### config.mk
export PLATFORM = sky130hd
export DESIGN_NAME = cpu_bus_seq
export DESIGN_NICKNAME = d
export VERILOG_FILES = /design/src/rtl/cpu_bus_seq.sv
export SDC_FILE = /design/constraint.sdc
export NUM_CORES = 1
export LEC_CHECK = 0
export ABC_AREA = 0
export CAP_MARGIN = 0
export CORE_MARGIN = 5
export CORE_UTILIZATION = 35
export CTS_CLUSTER_SIZE = 8
export DETAILED_ROUTE_END_ITERATION = 8
export PLACE_DENSITY = 0.68
export SYNTH_ARGS = -nofsm -noshare
export SYNTH_HDL_FRONTEND = slang
export SYNTH_SLANG_ARGS = --single-unit
### constraint.sdc
create_clock -name clk -period 3.22 [get_ports clk]
set_input_delay 0.805 -clock clk [delete_from_list [all_inputs] [get_ports clk]]
set_output_delay 0.805 -clock clk [all_outputs]
set_load 0.05 [all_outputs]
### src/rtl/cpu_bus_seq.sv
// rtl/cpu_bus_seq.sv - multi-byte bus sequencer between the 65c816 core control logic and memory
// Splits one request into single-byte bus cycles with ack handshake and wrap modes.
module cpu_bus_seq #(
  parameter int DATA_WIDTH = 8,
  parameter int ADDR_WIDTH = 24,
  parameter int MAX_BYTES  = 3,
  parameter int LEN_W      = 2
) (
  input  logic                            clk,
  input  logic                            rst,
  input  logic                            enable,
  input  logic                            start,
  input  logic                            start_write,
  input  logic [LEN_W-1:0]                start_len,
  input  logic [ADDR_WIDTH-1:0]           start_addr,
  input  logic [1:0]                      start_wrap,
  input  logic [MAX_BYTES*DATA_WIDTH-1:0] start_wdata,
  output logic                            busy,
  output logic                            done,
  output logic [MAX_BYTES*DATA_WIDTH-1:0] rdata,
  output logic                            req_rdwr,
  output logic                            which_rdwr,
  output logic [ADDR_WIDTH-1:0]           addr,
  output logic [DATA_WIDTH-1:0]           data_out,
  input  logic [DATA_WIDTH-1:0]           data_in,
  input  logic                            mem_ack
);

  localparam int WD_W = MAX_BYTES * DATA_WIDTH;
  localparam logic [LEN_W-1:0] LAST_MAX = LEN_W'(MAX_BYTES - 1);

  typedef enum logic [1:0] {IDLE, XFER, DONE} state_t;

  state_t                  state_q, state_d;
  logic [LEN_W-1:0]        k_q, k_d;
  logic [LEN_W-1:0]        last_q, last_d;
  logic [1:0]              wrap_q, wrap_d;
  logic [WD_W-1:0]         wdata_q, wdata_d;
  logic [WD_W-1:0]         wdata_shift;
  logic                    busy_d, done_d, req_d, which_d;
  logic [WD_W-1:0]         rdata_d;
  logic [ADDR_WIDTH-1:0]   addr_d;
  logic [DATA_WIDTH-1:0]   data_out_d;

  // Only the bits inside the wrap window increment; the bits above are kept.
  function automatic logic [ADDR_WIDTH-1:0] next_addr(input logic [ADDR_WIDTH-1:0] a,
                                                      input logic [1:0] w);
    logic [ADDR_WIDTH-1:0] inc;
    logic [ADDR_WIDTH-1:0] m;
    inc = a + ADDR_WIDTH'(1);
    case (w)
      2'd1:    m = ADDR_WIDTH'(17'h0FFFF);
      2'd2:    m = ADDR_WIDTH'(9'h0FF);
      default: m = '1;
    endcase
    return (a & ~m) | (inc & m);
  endfunction

  assign wdata_shift = wdata_q >> DATA_WIDTH;

  always_comb begin
    state_d    = state_q;
    k_d        = k_q;
    last_d     = last_q;
    wrap_d     = wrap_q;
    wdata_d    = wdata_q;
    busy_d     = busy;
    done_d     = done;
    req_d      = req_rdwr;
    which_d    = which_rdwr;
    rdata_d    = rdata;
    addr_d     = addr;
    data_out_d = data_out;
    case (state_q)
      IDLE: begin
        busy_d = 1'b0;
        done_d = 1'b0;
        if (start) begin
          state_d    = XFER;
          k_d        = '0;
          last_d     = (start_len > LAST_MAX) ? LAST_MAX : start_len;
          wrap_d     = start_wrap;
          wdata_d    = start_wdata;
          rdata_d    = '0;
          busy_d     = 1'b1;
          req_d      = 1'b1;
          which_d    = start_write;
          addr_d     = start_addr;
          data_out_d = start_wdata[DATA_WIDTH-1:0];
        end
      end
      XFER: begin
        if (mem_ack) begin
          if (!which_rdwr) rdata_d[k_q*DATA_WIDTH +: DATA_WIDTH] = data_in;
          if (k_q == last_q) begin
            state_d = DONE;
            req_d   = 1'b0;
            done_d  = 1'b1;
          end else begin
            k_d        = k_q + LEN_W'(1);
            addr_d     = next_addr(addr, wrap_q);
            wdata_d    = wdata_shift;
            data_out_d = wdata_shift[DATA_WIDTH-1:0];
          end
        end
      end
      DONE: begin
        state_d = IDLE;
        done_d  = 1'b0;
        busy_d  = 1'b0;
      end
      default: state_d = IDLE;
    endcase
  end

  always_ff @(posedge clk) begin
    if (rst) begin
      state_q    <= IDLE;
      k_q        <= '0;
      last_q     <= '0;
      wrap_q     <= '0;
      wdata_q    <= '0;
      busy       <= 1'b0;
      done       <= 1'b0;
      req_rdwr   <= 1'b0;
      which_rdwr <= 1'b0;
      rdata      <= '0;
      addr       <= '0;
      data_out   <= '0;
    end else if (enable) begin
      state_q    <= state_d;
      k_q        <= k_d;
      last_q     <= last_d;
      wrap_q     <= wrap_d;
      wdata_q    <= wdata_d;
      busy       <= busy_d;
      done       <= done_d;
      req_rdwr   <= req_d;
      which_rdwr <= which_d;
      rdata      <= rdata_d;
      addr       <= addr_d;
      data_out   <= data_out_d;
    end
  end

endmodule

* Word level (Yosys, flattened, before mapping) *
Cells that the tools add are included.

storage, ports and cells
  logic and storage cells = 83
  bits in registers = 92
  output and inout bits = 60
  input port bits = 66

operators by class
  muxes and demuxes = 39
  $add $sub $neg = 3
  equality and inequality tests = 10
  shift-type cells = 2
  magnitude comparators = 1
  reductions and logical operators = 12
  bitwise gates (word level) = 4

operator list
  cell                     count
  $mux 24                  12
  $pmux 24 s2              4
  $and 24x24->24           2
  $neg 5->34               1
  $shift 8x34->24 const A  1
  $shiftx 8x34->24         1
  $add 24x1->24 const B    1
  $bwmux 24                1
  $mux 8                   3
  $not 24->24              1
  $or 24x24->24            1
  $pmux 8 s2               1
  $reduce_and 5->1         3
  $mux 2                   7
  $ne 2x2->1 const B       5
  $pmux 2 s2               2
  $reduce_and 4->1         2
  $mux 1                   6
  $pmux 1 s2               3
  $reduce_bool 2->1        3
  $eq 2x1->1 const B       2
  $eq 2x2->1 const B       2
  $reduce_and 3->1         1
  $add 2x1->2 const B      1
  other kinds (5)          5

* Longest topological paths before layout *
Gate-level depths: netlist (run 1).

  depth in word-level cells = 11
  gate-level depth with buffers = 8
  mapped depth without buffers = 7

* Worst setup path after synthesis (run 1) *
OpenSTA, ideal clock, no wires.

  kind = reg2reg
  start point = register addr[0]
  end point = register (tool-made name)
  setup time = 86 ps
  required time = 3134 ps
  buffers on the path = 0
  data arrival time = 2135 ps
  cell stages (with the launch flop) = 7
  path slack = 1000 ps
  period minus slack after synthesis = 2220 ps
  cells stage by stage = dfxtp_1 ha_1 nand3_1 nor3_1 a32o_1 a21oi_1 a211oi_1

RTL lines
  what                    line  source
  from (decl)             23    output logic [ADDR_WIDTH-1:0] addr,
  from (signal assigned)  141   addr <= addr_d;

==> metrics, run 1 <==
WL/cell=~16 microns; sequential share of the synthesized area=just over 40%; P_sw=794.3 uW; DR DRC count=0; Critical-path top delay cell=clkdlybuf4s50_1; H-tree depth=3; Worst setup SP type=flop; ys flop type=dfxtp_1; final setup violating endpoints=0; core area=11470 sq um; combinational power share=between 10% and 20%; die height=approximately 120 microns; Final min period=around 2.5 ns; cell area power density=472.7 nW/um^2; DR WL met3=964 microns; Slew @ Worst Pin=about 0.9 ns; WP data arrival=1.68 ns; GP Congestion=between 0.9 and 1; hold wc startpoint=done; net count after synthesis=605; Hold WC Path Type=reg -> reg; Crit Path Class=reg -> out; Syn. warnings=0; CP Cell Sequence=clkdlybuf4s50_1; max cap viols=0; FFs w/ async S/R, synth=0%; global-route wire length before repair=20860 microns; ANT nets after route=0; CTS tree=done; site row count=39; slew margin rel.=between 30 and 40%; post-DP HPWL=roughly 9000 microns; DRT Wirelength=approximately 13000 microns; io pins=126; Hold Violations, Final=0; FILL cells=roughly 1100; Slew Limit Fails=0; max incr delay on CP=0.87 ns; Fmax=0.4017 GHz; Cell Area, Synth=just over 4000 sq um; CP Buf/Inv Count=1; vias in the first global route=4276; Lkg Pwr=1.968 nW; clk root buf=clkbuf_16; P_int=~1.9 mW; met1 WL=about 5400 microns; Syn Area/Cell=about 7.7 sq um; Yosys reg bits=84; final net count=709; Clock Power Share=around two fifths; required time worst endpoint=about 2.4 ns; worst vdd ir=311.4 uV; worst-skew pair later-pin latency=about 0.33 ns; first-pass iteration count of the detailed router=5; clock slew at reported path FFs=0.06 ns; Sequential Power Share=a little over two fifths; main combinational cell family by area after synthesis=simple AND/OR/NAND/NOR gates; postcts setup bufs=0; vias post-DR=approximately 4300; Synth cell types=53; initial antenna violation count=0; Post-Place Setup Slack=0.4139 ns; adder-cell share of the synthesized area=around 1.8%; die area=about 14000 sq um; Iter 0 DRT Violations=about 360; CP top delay family=buffers and inverters; post-cts repair resize count=0; met2 wire length=6111 microns; post-synthesis mux area share=1.742%; Post-synth EDFFs=0; Simple-Gate Fraction of Synth Area=26.92%; Max clock buf depth=2; TNS Setup=0 ns; # diodes=0; Buffers on Ports=roughly 130; skew final=around 0.0073 ns; DR vias/cell=5.511; RSZ-0062 raised after global routing=no; Hold Buf Count CTS=0; RR Startpoint=addr[0]; Cells after Synth=between 500 and 600; Synth-to-Final Area Change=39.69%; GRT Total Usage=~18%; total gr overflow=0; max layer used=met4; status=complete, no violations; Critical Path End Type=output port; post-synthesis compound-gate area fraction=between 20 and 25%; Initial Util=35.71%; largest net degree at the start of global routing=52; critical-path maximum fanout=10; TritonCTS buffer count=9; Die W=~120 microns; share of layout cells above drive strength 1=6.075%; Final period util=just under 80%; Sw Share=between 20 and 30%; Setup WS post-layout=0.7305 ns; number of clock sinks=84; XOR/XNOR share of the synthesized area=less than 1%
-- worst register-to-register path, delay by kind of cell, from the launching register on --
kind	cells	cell delay (ns)
DFF	1	0.43
AOI/OAI and AO/OA	3	0.56
adders and majority gates	1	0.24
and+or+nand+nor	2	1.02
-- path summary, 6_finish.rpt --
check             slack, ns  endpoint  cells past startpoint
setup / recovery       0.73  addr[11]                      1
hold / removal         0.45      done                      2
setup reg to reg       0.90      flop                      6
hold reg to reg        0.45      done                      2
-- layout make-up --
class	count	area [sq um]	share of cell area, %
multi-input cells	399	2193	38.34
inverters	7	26.28	0.4593
clock inverters	7	73.82	1.290
clock buffers	9	225.2	3.937
repair buffers	136	1341	23.45
flip-flops and latches	84	1682	29.40
well taps	143	178.9	3.128
-- Yosys cell counts, types with 4 or more instances --
master | instances | area share [%]
a21oi_1 | 59 | 7.2
a22oi_1 | 4 | 0.73
a311oi_1 | 17 | 3.6
a31oi_1 | 4 | 0.61
a32o_1 | 6 | 1.5
buf_1 | 5 | 0.46
buf_2 | 12 | 1.5
buf_4 | 8 | 1.5
clkbuf_1 | 17 | 1.6
dfxtp_1 | 84 | 41
ha_1 | 6 | 1.8
inv_1 | 7 | 0.64
mux2i_1 | 6 | 1.5
nand2_1 | 101 | 9.3
nand2b_1 | 4 | 0.61
nand3_1 | 47 | 5.7
nand4_1 | 6 | 0.92
nor2_1 | 48 | 4.4
nor3_1 | 10 | 1.2
o21ai_0 | 21 | 2.6
o21ai_1 | 4 | 0.49
-- metrics by stage --
stage / util, % / instance area [sq um] / power (mW) / std cells / hold WS (ns)
2_1_floorplan: - / 4095 / 1.483 / 533 / 0.4321
3_3_place_gp: 47.28 / 5421 / 1.680 / 769 / 0.4374
3_5_place_dp: 47.28 / 5421 / 1.690 / 769 / 0.4444
4_1_cts: 49.89 / 5720 / 2.727 / 785 / 0.4529
5_1_grt: 49.89 / 5720 / 2.829 / 785 / 0.4750
6_report: 49.89 / 5720 / 2.704 / 785 / 0.4470
-- cells by family (layout without fill, tap and decap cells) --
logic type               Yosys count  in the layout
flip-flops                        84             84
adder cells (fa/ha/maj)            6              6
multiplexers                       7              7
buffers and inverters             50            159
AND/OR/NAND/NOR                  242            242
AO/OA/AOI/OAI                    141            141
XOR/XNOR                           3              3
-- power groups by stage --
stage | Sequential [mW] | Clock, mW | Combinational (mW)
floorplan | 1.23 | 0 | 0.254
global placement | 1.16 | 0 | 0.519
detailed placement | 1.16 | 0 | 0.527
CTS | 1.14 | 1.06 | 0.529
global route | 1.15 | 1.11 | 0.568
finish | 1.14 | 1.04 | 0.527
-- routing by layer --
layer / global-route usage (%) / vias to the layer above
met3: 5.492 / 21
met2: 28.55 / 173
met5: 0 / -
li1: - / 2113
met4: 6.308 / 0
met1: 21.99 / 2019
-- layout by cell type, fill, tap and decap left out, types with 3 or more instances in the layout --
cell type	n
o21ai_1	4
nor2_1	48
inv_1	7
o21ai_0	21
nor4_1	3
nand3_1	47
and2_1	3
clkdlybuf4s50_1	124
nor3_1	10
a21oi_1	59
mux2i_1	6
nand4_1	6
o22ai_1	3
clkbuf_16	9
buf_4	10
o41ai_1	3
and4_1	3
a311oi_1	17
nand2_1	101
a22oi_1	4
a2bb2oi_1	3
a31oi_1	4
a211oi_1	3
ha_1	6
a32o_1	6
nand3b_1	3
dfxtp_1	84
nand2b_1	3
No activity file was read; power rests on OpenSTA's default activity.
==> run 2, diff against run 1 <==
==> constraint.sdc (replaced) <==
create_clock -name clk -period 2.3 [get_ports clk]
set_input_delay 0.575 -clock clk [delete_from_list [all_inputs] [get_ports clk]]
set_output_delay 0.575 -clock clk [all_outputs]
set_load 0.05 [all_outputs]
==> metrics, run 2 (synthesized netlist as in run 1, its figures left out) <==
status=complete, no violations; worst vdd ir=473.1 uV; die height=around 120 microns; core area=11470 sq um; Final period util=just under 100%; hold wc startpoint=done; RSZ-0062 raised after global routing=no; GP Congestion=around 0.88; final net count=725; Reg2Reg Depth=5; Final Power=around 3.8 mW; CP Buf/Inv Count=1; max incr delay on CP=0.85 ns; first-pass iteration count of the detailed router=4; ANT nets after route=0; postcts setup bufs=0; DP Area=5579 sq um; DR vias/cell=about 5.5; Placed Cells=785; Slew Limit Fails=0; Hold EP=done; initial antenna violation count=0; Buffers on Ports=~130; cell area power density=652.5 nW/um^2; vias in the first global route=4250; DRT Wirelength=around 12000 microns; Iter 0 DRT Violations=325; post-DP HPWL=between 8000 and 9000 microns; Max clock buf depth=2; Initial Util=a little over a third; # diodes=0; global-route wire length before repair=a little over 20000 microns; Lkg Pwr=2.155 nW; clock slew at reported path FFs=0.06 ns; largest net degree at the start of global routing=82; Fmax=0.4492 GHz; Crit Path Class=reg -> out; Slew @ Worst Pin=between 0.6 and 0.7 ns; CP top delay family=buffers and inverters; number of clock sinks=84; Critical-path top delay cell=clkdlybuf4s50_1; CP Cell Sequence=clkdlybuf4s50_1; Hold Violations, Final=0; share of layout cells above drive strength 1=under 10%; die area=between 10000 and 15000 sq um; WL/cell=between 15 and 20 microns; Hold WC Path Type=reg -> reg; Synth-to-Final Area Change=43.90%; critical-path maximum fanout=7; H-tree depth=3; TritonCTS buffer count=9; WP data arrival=1.65 ns; CTS tree=done; non-filler cells, final=801; most frequent cells in the layout=clkdlybuf4s50_1 (119), nand2_1 (101), dfxtp_1 (84), a21oi_1 (59), nor2_1 (48); required time worst endpoint=between 1.5 and 2 ns; commonest non-fill, non-tap cell in the layout=clkdlybuf4s50_1; clk root buf=clkbuf_16; Final min period=2.226 ns; slew margin rel.=~57%; Die W=between 100 and 150 microns; site row count=39; DR DRC count=0; max cap viols=0; io pins=126; total gr overflow=0; Worst setup SP type=flop; GRT Total Usage=between 10% and 20%; hold path depth=2; vias post-DR=approximately 4400; skew final=0.008257 ns; Critical Path End Type=output port; final setup violating endpoints=0; fin area=5893 sq um; worst-skew pair later-pin latency=about 0.35 ns; flop-to-flop setup slack=between 0.2 and 0.25 ns
run 2: cell count changes in the layout (fill, tap and decap cells not counted), sizes merged:
| cell | change |
|---|---|
| clkinvlp | -1 |
| clkinv | +1 |
| inv | -1 |
| clkdlybuf4s50 | -5 |
| dlymetal6s2s | +5 |
| clkbuf | +1 |
| buf | +16 |
run 2: how the worst max path moves through the flow:
stage / end / slack [ns] / cells past startpoint / from
floorplan: flop / 0.08 / 6 / addr[0]
global placement: addr[0] / -0.04 / 7 / enable
detailed placement: addr[0] / -0.07 / 7 / enable
CTS: addr[11] / 0.0002 / 1 / flop
global route: addr[13] / 0.009 / 1 / flop
finish: addr[13] / 0.07 / 1 / flop
run 2: per-stage QoR:
| step | hold slack, ns | TNS, ns | utilization, % | setup WS, ns |
|---|---|---|---|---|
| 2_1_floorplan | 0.4321 | 0 | - | 0.07951 |
| 3_3_place_gp | 0.4374 | -0.04374 | 48.65 | -0.04313 |
| 3_5_place_dp | 0.4451 | -0.5743 | 48.65 | -0.06871 |
| 4_1_cts | 0.4538 | 0 | 51.28 | 0.0001913 |
| 5_1_grt | 0.4673 | 0 | 51.39 | 0.008796 |
| 6_report | 0.4501 | 0 | 51.39 | 0.07359 |
run 2: cell type report:
class | instances | area [sq um]
fillers | 1089 | 5574
multi-input cells | 399 | 2193
flip-flops and latches | 84 | 1682
repair buffers | 152 | 1511
clock buffers | 10 | 239.0
well taps | 143 | 178.9
clock inverters | 6 | 62.56
inverters | 7 | 26.28
run 2: report_power, final:
part	leakage, nW	internal, mW	total [mW]	switching (mW)
registers	0.684	1.53	1.60	0.0697
clock network	0.153	0.871	1.48	0.612
logic	1.32	0.327	0.767	0.440
total	2.15	2.72	3.85	1.12
run 2: repair_timing:
| action | 4_1_cts | 5_1_grt |
|---|---|---|
| setup endpoints to repair | 0 | 5 |
| hold buffers | 0 | 0 |
| resized for setup | 0 | 5 |
run 2: per-layer routing:
| metal | global-route usage (%) | wire length (microns) |
|---|---|---|
| met5 | 0 | 0 |
| met1 | 21.70 | 5373 |
| met2 | 27.57 | 5981 |
| met3 | 6.495 | 954 |
| met4 | 5.950 | 156 |
